[config.mk]
export PLATFORM = sky130hd
export DESIGN_NAME = gcd_ctrl_flat
export DESIGN_NICKNAME = d
export VERILOG_FILES = /design/src/rtl/gcd_pkg.sv /design/src/rtl/gcd_ctrl_if.sv /design/src/rtl/gcd_ctrl.sv /design/src/flat_wrapper.sv
export SDC_FILE = /design/constraint.sdc
export NUM_CORES = 1
export LEC_CHECK = 0
export CAP_MARGIN = 20
export CORE_MARGIN = 5
export CORE_UTILIZATION = 30
export CTS_BUF_LIST = sky130_fd_sc_hd__clkbuf_2
export DETAILED_ROUTE_END_ITERATION = 7
export SETUP_SLACK_MARGIN = 0.5
export SLEW_MARGIN = 30
export SYNTH_ARGS = -nofsm -noshare
export SYNTH_HDL_FRONTEND = slang
export SYNTH_SLANG_ARGS = --single-unit
[constraint.sdc]
create_clock -name clk -period 1.7 [get_ports clk]
set_input_delay 0.34 -clock clk [delete_from_list [all_inputs] [get_ports clk]]
set_output_delay 0.34 -clock clk [all_outputs]
set_load 0.02 [all_outputs]
[src/rtl/gcd_pkg.sv]
// Shared definitions for the GCD controller and its datapath.
//   agr_e   : comparison code reported by the datapath on A_gr
//   sub_e   : subtract command driven to the datapath on sub_AB
//   state_e : controller state
//   W_DEFAULT : default operand/result width
package gcd_pkg;

  localparam int unsigned W_DEFAULT = 10;

  typedef enum logic [1:0] {
    AGR_LOAD = 2'd0,
    AGR_EQ   = 2'd1,
    AGR_GT   = 2'd2,
    AGR_LT   = 2'd3
  } agr_e;

  typedef enum logic [1:0] {
    SUB_NONE = 2'd0,
    SUB_X    = 2'd1,
    SUB_Y    = 2'd2
  } sub_e;

  typedef enum logic [2:0] {
    S_IDLE,
    S_LOAD,
    S_CMP,
    S_EVAL,
    S_FIN,
    S_CAP,
    S_DONE
  } state_e;

endpackage

[src/rtl/gcd_ctrl_if.sv]
// System-side handshake bundle of the GCD controller.
//   req_valid / req_ready : operand request (operands themselves sit on the datapath)
//   out_valid / out_ready : result handshake
//   out_data              : captured GCD
//   out_err               : result aborted
// master = system/requester side, slave = controller side.
interface gcd_ctrl_if #(
  parameter int unsigned W = gcd_pkg::W_DEFAULT
);
  logic         req_valid;
  logic         req_ready;
  logic         out_valid;
  logic         out_ready;
  logic [W-1:0] out_data;
  logic         out_err;

  modport master (
    output req_valid, out_ready,
    input  req_ready, out_valid, out_data, out_err
  );

  modport slave (
    input  req_valid, out_ready,
    output req_ready, out_valid, out_data, out_err
  );
endinterface

[src/rtl/gcd_ctrl.sv]
// Control FSM for the subtractive GCD datapath.
// Sequences the datapath through load, compare, subtract and finish,
// then holds the published result until the consumer takes it.
//   clk, rst  : clock, synchronous active-high reset
//   sys       : request/result handshake bundle (slave side)
//   A_gr      : datapath comparison code
//   dp_res    : datapath result (valid for one cycle after finish)
//   start     : datapath load strobe
//   finish    : datapath publish strobe
//   sub_AB    : datapath subtract command
//   iter_cnt  : subtractions performed in the current/last operation
//   busy      : controller not idle
module gcd_ctrl
  import gcd_pkg::*;
#(
  parameter int unsigned W        = W_DEFAULT,
  parameter int unsigned MAX_ITER = 1023,
  parameter int unsigned CW       = $clog2(MAX_ITER + 1)
) (
  input  logic          clk,
  input  logic          rst,
  gcd_ctrl_if.slave     sys,
  input  logic [1:0]    A_gr,
  input  logic [W-1:0]  dp_res,
  output logic          start,
  output logic          finish,
  output logic [1:0]    sub_AB,
  output logic [CW-1:0] iter_cnt,
  output logic          busy
);

  localparam logic [CW-1:0] ITER_LIM = CW'(MAX_ITER);

  state_e       state;
  logic         at_limit;
  logic [W-1:0] data_q;
  logic         err_q;

  assign at_limit = (iter_cnt == ITER_LIM);

  assign sys.req_ready = (state == S_IDLE);
  assign sys.out_valid = (state == S_DONE);
  assign sys.out_data  = data_q;
  assign sys.out_err   = err_q;
  assign start         = (state == S_LOAD);
  assign finish        = (state == S_FIN);
  assign busy          = (state != S_IDLE);

  // The subtract command must act in the same cycle the comparison is seen,
  // so it is the one output decoded from A_gr as well as state. At the
  // iteration limit it is suppressed, which is what makes the abort safe.
  always_comb begin
    sub_AB = SUB_NONE;
    if (state == S_EVAL && !at_limit) begin
      if (A_gr == AGR_GT)      sub_AB = SUB_X;
      else if (A_gr == AGR_LT) sub_AB = SUB_Y;
    end
  end

  always_ff @(posedge clk) begin
    if (rst) begin
      state    <= S_IDLE;
      iter_cnt <= '0;
      data_q   <= '0;
      err_q    <= 1'b0;
    end else begin
      case (state)
        S_IDLE: begin
          if (sys.req_valid) begin
            state    <= S_LOAD;
            iter_cnt <= '0;
            err_q    <= 1'b0;
          end
        end
        S_LOAD: state <= S_CMP;
        S_CMP:  state <= S_EVAL;
        S_EVAL: begin
          if (A_gr == AGR_EQ) begin
            state <= S_FIN;
          end else if (A_gr == AGR_GT || A_gr == AGR_LT) begin
            if (at_limit) begin
              // Limit reached (e.g. a zero operand): abort, counter stays saturated.
              err_q <= 1'b1;
              state <= S_FIN;
            end else begin
              iter_cnt <= iter_cnt + CW'(1);
              state    <= S_CMP;
            end
          end else begin
            // AGR_LOAD after a compare cycle means the datapath misbehaved.
            err_q <= 1'b1;
            state <= S_FIN;
          end
        end
        S_FIN: state <= S_CAP;
        S_CAP: begin
          data_q <= dp_res;
          state  <= S_DONE;
        end
        S_DONE: begin
          if (sys.out_ready) state <= S_IDLE;
        end
        default: state <= S_IDLE;
      endcase
    end
  end

endmodule

[src/flat_wrapper.sv]
// flat-port wrapper written by rule: the top's interface ports become plain ports
module gcd_ctrl_flat import gcd_pkg::*;
#(
  parameter int unsigned W        = W_DEFAULT,
  parameter int unsigned MAX_ITER = 1023,
  parameter int unsigned CW       = $clog2(MAX_ITER + 1)
)
  (clk, rst, A_gr, dp_res, start, finish, sub_AB, iter_cnt, busy, sys_req_valid, sys_out_ready, sys_req_ready, sys_out_valid, sys_out_data, sys_out_err);
  gcd_ctrl_if #(.W(W)) sys_i ();
  input  logic clk;
  input  logic rst;
  input  logic [1:0] A_gr;
  input  logic [W-1:0] dp_res;
  output logic start;
  output logic finish;
  output logic [1:0] sub_AB;
  output logic [CW-1:0] iter_cnt;
  output logic busy;
  input wire logic [$bits(sys_i.req_valid)-1:0] sys_req_valid;
  input wire logic [$bits(sys_i.out_ready)-1:0] sys_out_ready;
  output wire logic [$bits(sys_i.req_ready)-1:0] sys_req_ready;
  output wire logic [$bits(sys_i.out_valid)-1:0] sys_out_valid;
  output wire logic [$bits(sys_i.out_data)-1:0] sys_out_data;
  output wire logic [$bits(sys_i.out_err)-1:0] sys_out_err;
  assign sys_i.req_valid = sys_req_valid;
  assign sys_i.out_ready = sys_out_ready;
  assign sys_req_ready = sys_i.req_ready;
  assign sys_out_valid = sys_i.out_valid;
  assign sys_out_data = sys_i.out_data;
  assign sys_out_err = sys_i.out_err;
  gcd_ctrl #(.W(W), .MAX_ITER(MAX_ITER), .CW(CW)) u_core (.clk(clk), .rst(rst), .sys(sys_i), .A_gr(A_gr), .dp_res(dp_res), .start(start), .finish(finish), .sub_AB(sub_AB), .iter_cnt(iter_cnt), .busy(busy));
endmodule
After elaboration in Yosys (flattened, before gate mapping). Index checks and enable logic that the tools add are counted.

Equal/unequal tests: 16. Reductions and logical operators: 9. $add $sub $neg: 1. Muxes and demuxes: 19.

Operators by type and width (count): $mux 10 (4); $pmux 3 s7 (1); $pmux 10 s2 (1); $mux 3 (5); $add 10x1->10 const B (1); $eq 10x10->1 const B (1); $ne 2x2->1 const B (5); $eq 3x3->1 const B (3); $eq 3x2->1 const B (2); $mux 2 (3); $reduce_and 5->1 (1); $eq 2x2->1 const B (2); $mux 1 (4); $reduce_and 4->1 (1); $eq 3x1->1 const B (1); $logic_not 3->1 (1); $ne 3x2->1 const B (1); $reduce_bool 3->1 (1); $eq 2x1->1 const B (1); $pmux 1 s2 (1); $reduce_and 2->1 (1); $reduce_bool 2->1 (1); $logic_and 1x1->1 (1); $logic_not 1->1 (1); $logic_or 1x1->1 (1).

Register bits after elaboration: 24. Output and inout port bits: 28. Word-level logic and storage cells: 49. Input port bits: 16.

Logic depth before layout (Yosys ltp). Gate-level depths: netlist (run 1).

Word-level depth: 5. Gate-level depth with buffers: 7. Mapped depth without buffers: 6.

Worst setup path before layout (run 1). No wires, ideal clock.

Path type: register -> output. Start point: reg u_core.iter_cnt[0]. End point: out sub_AB[1]. Data arrival time: 1528 ps. Buffers on the path: 0. Setup slack: -168 ps. Data required time: 1360 ps. Cell stages (with the launch flop): 6. Cell sequence: dfxtp_1 > ha_1 > nand3_1 > o31ai_1 > nor2_1 > and2_1.

Longest elaborated chain between the ends: 4.

Ends and longest elaborated chain: start: declaration (RTL line gcd_ctrl.sv:28) `output logic [CW-1:0] iter_cnt,`; start signal: assignment (RTL line gcd_ctrl.sv:86) `iter_cnt <= iter_cnt + CW'(1);`; $eq 10x10->1 (RTL line gcd_ctrl.sv:39) `assign at_limit = (iter_cnt == ITER_LIM);`; $logic_not 1->1 (RTL line gcd_ctrl.sv:54) `if (state == S_EVAL && !at_limit) begin`; $logic_and 1x1->1 (RTL line gcd_ctrl.sv:54); $mux 2 (RTL line gcd_ctrl.sv:54); end: declaration (RTL line flat_wrapper.sv:16) `output logic [1:0] sub_AB;`.

No other way between the ends.

Final worst setup path (run 1).
Start point: reg u_core.iter_cnt[4]. End point: out sub_AB[0].

Same word-level chain as after synthesis.

==> flow_summary.toml, run 1 <==
[outcome]
failed_checks = "setup timing"
status = "finished with violations"

[worst_setup_path]
crit_type = "reg2out"
cp_max_fo = 2
required_ns = 1.36
end_kind = "output pin"
cp.arrival_ns = 1.58
critPathLaunchType = "flop"

[clocking]
cts-root-buf = "clkbuf_2"
cts_buffer_depth = 2
tritoncts = "yes"
path_clk_slew_ns = 0.24
clock_sinks = 24
cts_buffers = 3
htree_num_levels = 1
cts_hold_buf = 0
insertion_delay_ns = 0.35

[timing]
fin_crit_sh_pct = 112.8
final-setup-viol-count = 13
fin_crit_ns = 1.917
worstMarginPinSlew_ns = 0.3214
grt_setup_unrepaired = "true"
hold_viol = 0
slew_viol_final = 0
finalClockSkew_ns = 0.006530
timing.final.ws_setup_ns = -0.2173
fmax_mhz = 521.6
slew_headroom_pct = 78.39

[detailed_routing]
wl_um = 4355
wl_per_cell_um = 15.78
vias_per_cell = 5.130
drtIter0Drc = 111
via_count = 1416
firstDrtPassIters = 4
ant_nets = 0
top_layer = "met4"
dr_wl_met2_um = 2344
drc = 0
routed-wl-met3_um = 259
wl_met1_um = 1718

[logic_synthesis]
yosysWarnings = 0
ys_ff_latch = 24
synth_edf_count = 0
avgSynthCellArea_um2 = 8.655
synthCells = 133
synth_common_cells = "24 x dfxtp_1, 20 x nor2_1, 11 x mux2i_1"
synth_top_area_cell = "dfxtp_1"
synthArstFlopShare_pct = 0
ys.flop_type = "dfxtp_1"
synth.distinct_cells = 40
synth.most_common_cell = "dfxtp_1"
synth_seq_area_share_pct = 41.74
syn_area_mm2 = 0.001151
synth.top_cell.area_share_pct = 41.74
syn_nets = 150
synth.area.top_cells = "dfxtp_1 42%, mux2i_1 9.6%, nor2_1 6.5%, a21oi_1 4.3%, o31ai_1 3.3%"

[place]
dp_hpwl_um = 2686
dpl_worst_slack_ns = -0.6128
io_buffers = 43
gp_congestion = 0.8557

[finish]
fin_nets = 246
drive_above_1_share_pct = 64.91
syn_to_final_growth_pct = 116.7
fillers = 284
antennaDiodeCount = 0

[floorplanning]
die_x_um = 71.95
rows = 22
initial_utilization_pct = 31.21
coreArea_mm2 = 0.003689
io_pins = 44
die_y_um = 71.95
dieArea_mm2 = 0.005176

[power]
power_uw = 1176
p_per_area_mw_per_mm2 = 471.4
ir_drop_uv = 365.0
power.leakage_uw = 0.001071

[worst_hold_path]
hold_path_class = "in2reg"

[job]
max_cap_violations = 0

[global_route]
grt_use_total_pct = 15.69
grt_max_degree = 19
grt_pass1_vias = 1494
grt-ovfl-total = 0
antenna_found_initial = 0
grt_pass1_wl_um = 6658
-- layout make-up --
cell class                      count  area, um2  area share, %
Clock buffer                        3      15.01         0.6018
Sequential cell                    24      530.5          21.26
Multi-Input combinational cell     99      854.6          34.25
Tap cell                           48      60.06          2.407
Inverter                            1      6.256         0.2508
Clock inverter                      1      3.754         0.1505
Timing Repair Buffer              100       1025          41.07
-- power by group --
group | leakage [uW] | internal (uW) | total (uW) | switching, uW
clock network | 0.0000140 | 51.1 | 235 | 184
logic | 0.000849 | 209 | 366 | 156
registers | 0.000208 | 563 | 576 | 12.6
total | 0.00107 | 824 | 1180 | 353
-- critical path, cell delays in order, from the launching register on --
cell and delay (ns):
dfxtp_4 0.40, nand4_1 0.16, o31ai_4 0.30, buf_4 0.16, nor3_2 0.03, buf_4 0.15
-- per-stage QoR --
step	area, um2	hold WS [ns]	utilization, %	instances	setup TNS [ns]
2_1_floorplan	1319	0.4839	-	133	0
3_3_place_gp	1991	0.4492	53.97	250	-5.796
3_5_place_dp	1991	0.4865	53.97	250	-6.244
4_1_cts	2310	0.5440	62.62	269	-0.8974
5_1_grt	2495	0.5228	67.64	276	-2.549
6_report	2495	0.5087	67.64	276	-1.331
-- cell usage in the layout (no fill, tap or decap), types with 2 or more instances in the layout --
cell type,synthesis,final
clkdlybuf4s50_1,0,13
o21ai_2,0,2
nor3b_4,0,3
buf_6,1,54
dfxtp_2,0,16
a211oi_2,0,2
a21oi_2,0,4
mux2i_1,11,11
nand3b_1,2,2
or2_4,0,2
a21oi_1,10,6
nor2_2,1,2
nor2_1,20,17
nor2_4,0,2
dfxtp_4,0,8
buf_4,0,29
or4_1,5,3
o31ai_1,5,3
or4_4,0,2
nor3_2,0,2
clkbuf_2,0,3
nand4_1,2,2
nand2_1,7,7
or3_4,0,2
-- worst paths after layout --
check / endpoint / slack, ns / cells after the start / startpoint
setup / recovery: sub_AB[0] / -0.22 / 5 / u_core.iter_cnt[4]
hold / removal: u_core.state[0] / 0.51 / 4 / sys_req_valid
setup reg to reg: u_core.iter_cnt[5] / -0.18 / 9 / u_core.iter_cnt[4]
hold reg to reg: u_core.sys.out_data[2] / 0.54 / 2 / u_core.sys.out_data[2]
-- routing by layer --
metal,up-vias,track usage [%]
li1,677,-
met1,685,17.34
met2,48,29.49
met3,6,3.878
met4,0,4.384
met5,-,0
-- logic make-up after synthesis --
logic type	share of synthesized area, %
AND/OR/NAND/NOR	28.70
AO/OA/AOI/OAI	14.78
buffers and inverters	4.130
flip-flops	41.74
multiplexers	9.566
adder cells (fa/ha/maj)	1.087
-- what timing repair did --
action,4_1_cts,5_1_grt
cloned,1,0
pin swaps,20,13
buffers inserted,14,7
gates resized for setup,212,30
setup endpoints to repair,51,52
-- state kept, by name, summed over array words and instances, names as in the netlist --
signal and cells:
u_core.iter_cnt 10, u_core.state 3, u_core.sys.out_data 10, u_core.sys.out_err 1
Power figures use the tool's default switching activity.
==> run 2, diff against run 1 <==
--- a/config.mk
+++ b/config.mk
@@ -7,3 +7,2 @@
 export LEC_CHECK = 0
-export CAP_MARGIN = 20
 export CORE_MARGIN = 5
==> constraint.sdc (replaced) <==
create_clock -name clk -period 1.7 [get_ports clk]
set_input_delay 0.255 -clock clk [delete_from_list [all_inputs] [get_ports clk]]
set_output_delay 0.255 -clock clk [all_outputs]
set_load 0.02 [all_outputs]
==> run 2 against run 1 <==
  * The flow still finishes with violations (setup timing)
  * First-iteration DRC count decreased by 42%
  * Flip-flop and latch count unchanged
  * Routed wire length decreased by 7.8%
  * Sequential power decreased by 1%
  * Cell count increased by 1.1%
  * Design area decreased by 2.6%
  * Die area unchanged
  * Core utilization decreased by 1.7 points
  * Via count decreased by 0.49%
  * Clock power decreased by 5%
  * Worst hold slack got worse by 0.020 ns
  * Largest cell class unchanged
  * Largest power group unchanged
==> flow_summary.toml, run 2 (synthesis gave the netlist of run 1 again) <==
[finish]
drive_above_1_share_pct = 64.94
final_cell_mix = "45 x buf_6, 35 x buf_4, 16 x nor2_1, 14 x clkdlybuf4s50_1, 14 x dfxtp_2"
layout_commonest_cell = "buf_6"
antennaDiodeCount = 0
final_cells = 279
fin_nets = 249
final_util_pct = 65.91
syn_to_final_growth_pct = 111.2

[floorplanning]
coreArea_mm2 = 0.003689
initial_utilization_pct = 31.21
io_pins = 44
rows = 22
dieArea_mm2 = 0.005176
die_x_um = 71.95
die_y_um = 71.95

[worst_setup_path]
end_kind = "output pin"
slowest_delay_ns = 0.41
critPathSlowestCell = "dfxtp_4"
cp_max_fo = 2
cp.arrival_ns = 1.58
ff2ff_path_depth = 8
crit_type = "reg2out"
required_ns = 1.44
crit_family = "flip-flops"
critPathLaunchType = "flop"
worstPathCellList = "ha_4 -> nand3_4 -> o31ai_4 -> nor2_2 -> and2_4 -> buf_6"
critPathBufInv = 1
cp_num_cells = 6
r2r_slack_ns = -0.09

[timing]
worstMarginPinSlew_ns = 0.3030
timing.final.ws_setup_ns = -0.1303
setup_tns_ns = -0.8098
grt_setup_unrepaired = "true"
fin_crit_sh_pct = 107.7
final-setup-viol-count = 13
slew_viol_final = 0
slew_headroom_pct = 79.54
hold_viol = 0
finalClockSkew_ns = 0.01048
fmax_mhz = 546.4
fin_crit_ns = 1.830

[worst_hold_path]
hold_path_class = "in2reg"
worst_hold_path.num_cells = 3

[global_route]
grt-ovfl-total = 0
grt_max_degree = 19
grt_use_total_pct = 16.18
antenna_found_initial = 0
grt_pass1_wl_um = 6775
grt_pass1_vias = 1498

[detailed_routing]
vias_per_cell = 5.050
drtIter0Drc = 64
wl_met1_um = 1572
wl_per_cell_um = 14.40
ant_nets = 0
firstDrtPassIters = 4
top_layer = "met4"
drc = 0
dr_wl_met2_um = 2178
wl_um = 4017
via_count = 1409
routed-wl-met3_um = 230

[clocking]
cts_buffer_depth = 2
cts_buffers = 3
cts_hold_buf = 0
path_clk_slew_ns = 0.22
cts-root-buf = "clkbuf_2"
htree_num_levels = 1
clock_sinks = 24
tritoncts = "yes"
insertion_delay_ns = 0.33

[job]
max_cap_violations = 0

[place]
dp_cells = 249
dpl_worst_slack_ns = -0.4135
dp_hpwl_um = 2769
gp_congestion = 0.8334
io_buffers = 43

[power]
p_per_area_mw_per_mm2 = 469.5
power.leakage_uw = 0.001063
ir_drop_uv = 406.1

[outcome]
status = "finished with violations"
failed_checks = "setup timing"
run 2: repair_timing:
item | CTS | global route
pin swaps | 20 | 13
cloned | 2 | 0
setup buffers | 20 | 4
setup endpoints to repair | 51 | 47
resized for setup | 198 | 34
run 2: layout make-up:
type                       count  area [um2]
tap                           48       60.06
clock inverter                 1       3.754
multi-input combinational     99       842.1
sequential                    24       535.5
clock buffer                   3       15.01
timing repair buffer         103       968.4
fill                         322        1257
inverter                       1       6.256
run 2: worst paths after layout:
kind,startpoint,end
setup / recovery,u_core.iter_cnt[1],sub_AB[1]
hold / removal,dp_res[7],u_core.sys.out_data[7]
setup reg to reg,u_core.iter_cnt[6],u_core.iter_cnt[3]
hold reg to reg,u_core.sys.out_data[7],u_core.sys.out_data[7]
run 2: worst reg2reg max path: stages (launching register included):
cell     delay (ns)
dfxtp_4        0.39
nand4_1        0.10
buf_6          0.12
buf_6          0.09
buf_6          0.09
o31a_1         0.21
nor2_4         0.08
or4_1          0.50
a21oi_2        0.16
run 2: where the power goes:
group	internal [uW]	switching (uW)	total, uW
Clock	51.2	172	223
Combinational	196	154	350
Sequential	560	8.27	568
run 2: per-layer routing:
layer | global-route usage, % | vias to the layer above
li1 | - | 685
met1 | 18.45 | 684
met2 | 29.39 | 36
met3 | 3.878 | 4
met4 | 5.428 | 0
met5 | 0 | -
run 2: metrics by stage:
step | total power, uW | instance area (um2) | hold WS [ns]
after detailed placement | 818.0 | 1967 | 0.4685
after global routing | 1204 | 2431 | 0.4377
after CTS | 1119 | 2260 | 0.4715
after floorplan | 705.7 | 1284 | 0.3989
after global placement | 812.7 | 1967 | 0.4675
final | 1141 | 2431 | 0.4887
==> run 3, diff against run 2 <==
- HOLD_SLACK_MARGIN: not set -> 0.05
==> results of run 3 <==
Final layout, timing and power as in run 2 (identical DEF).
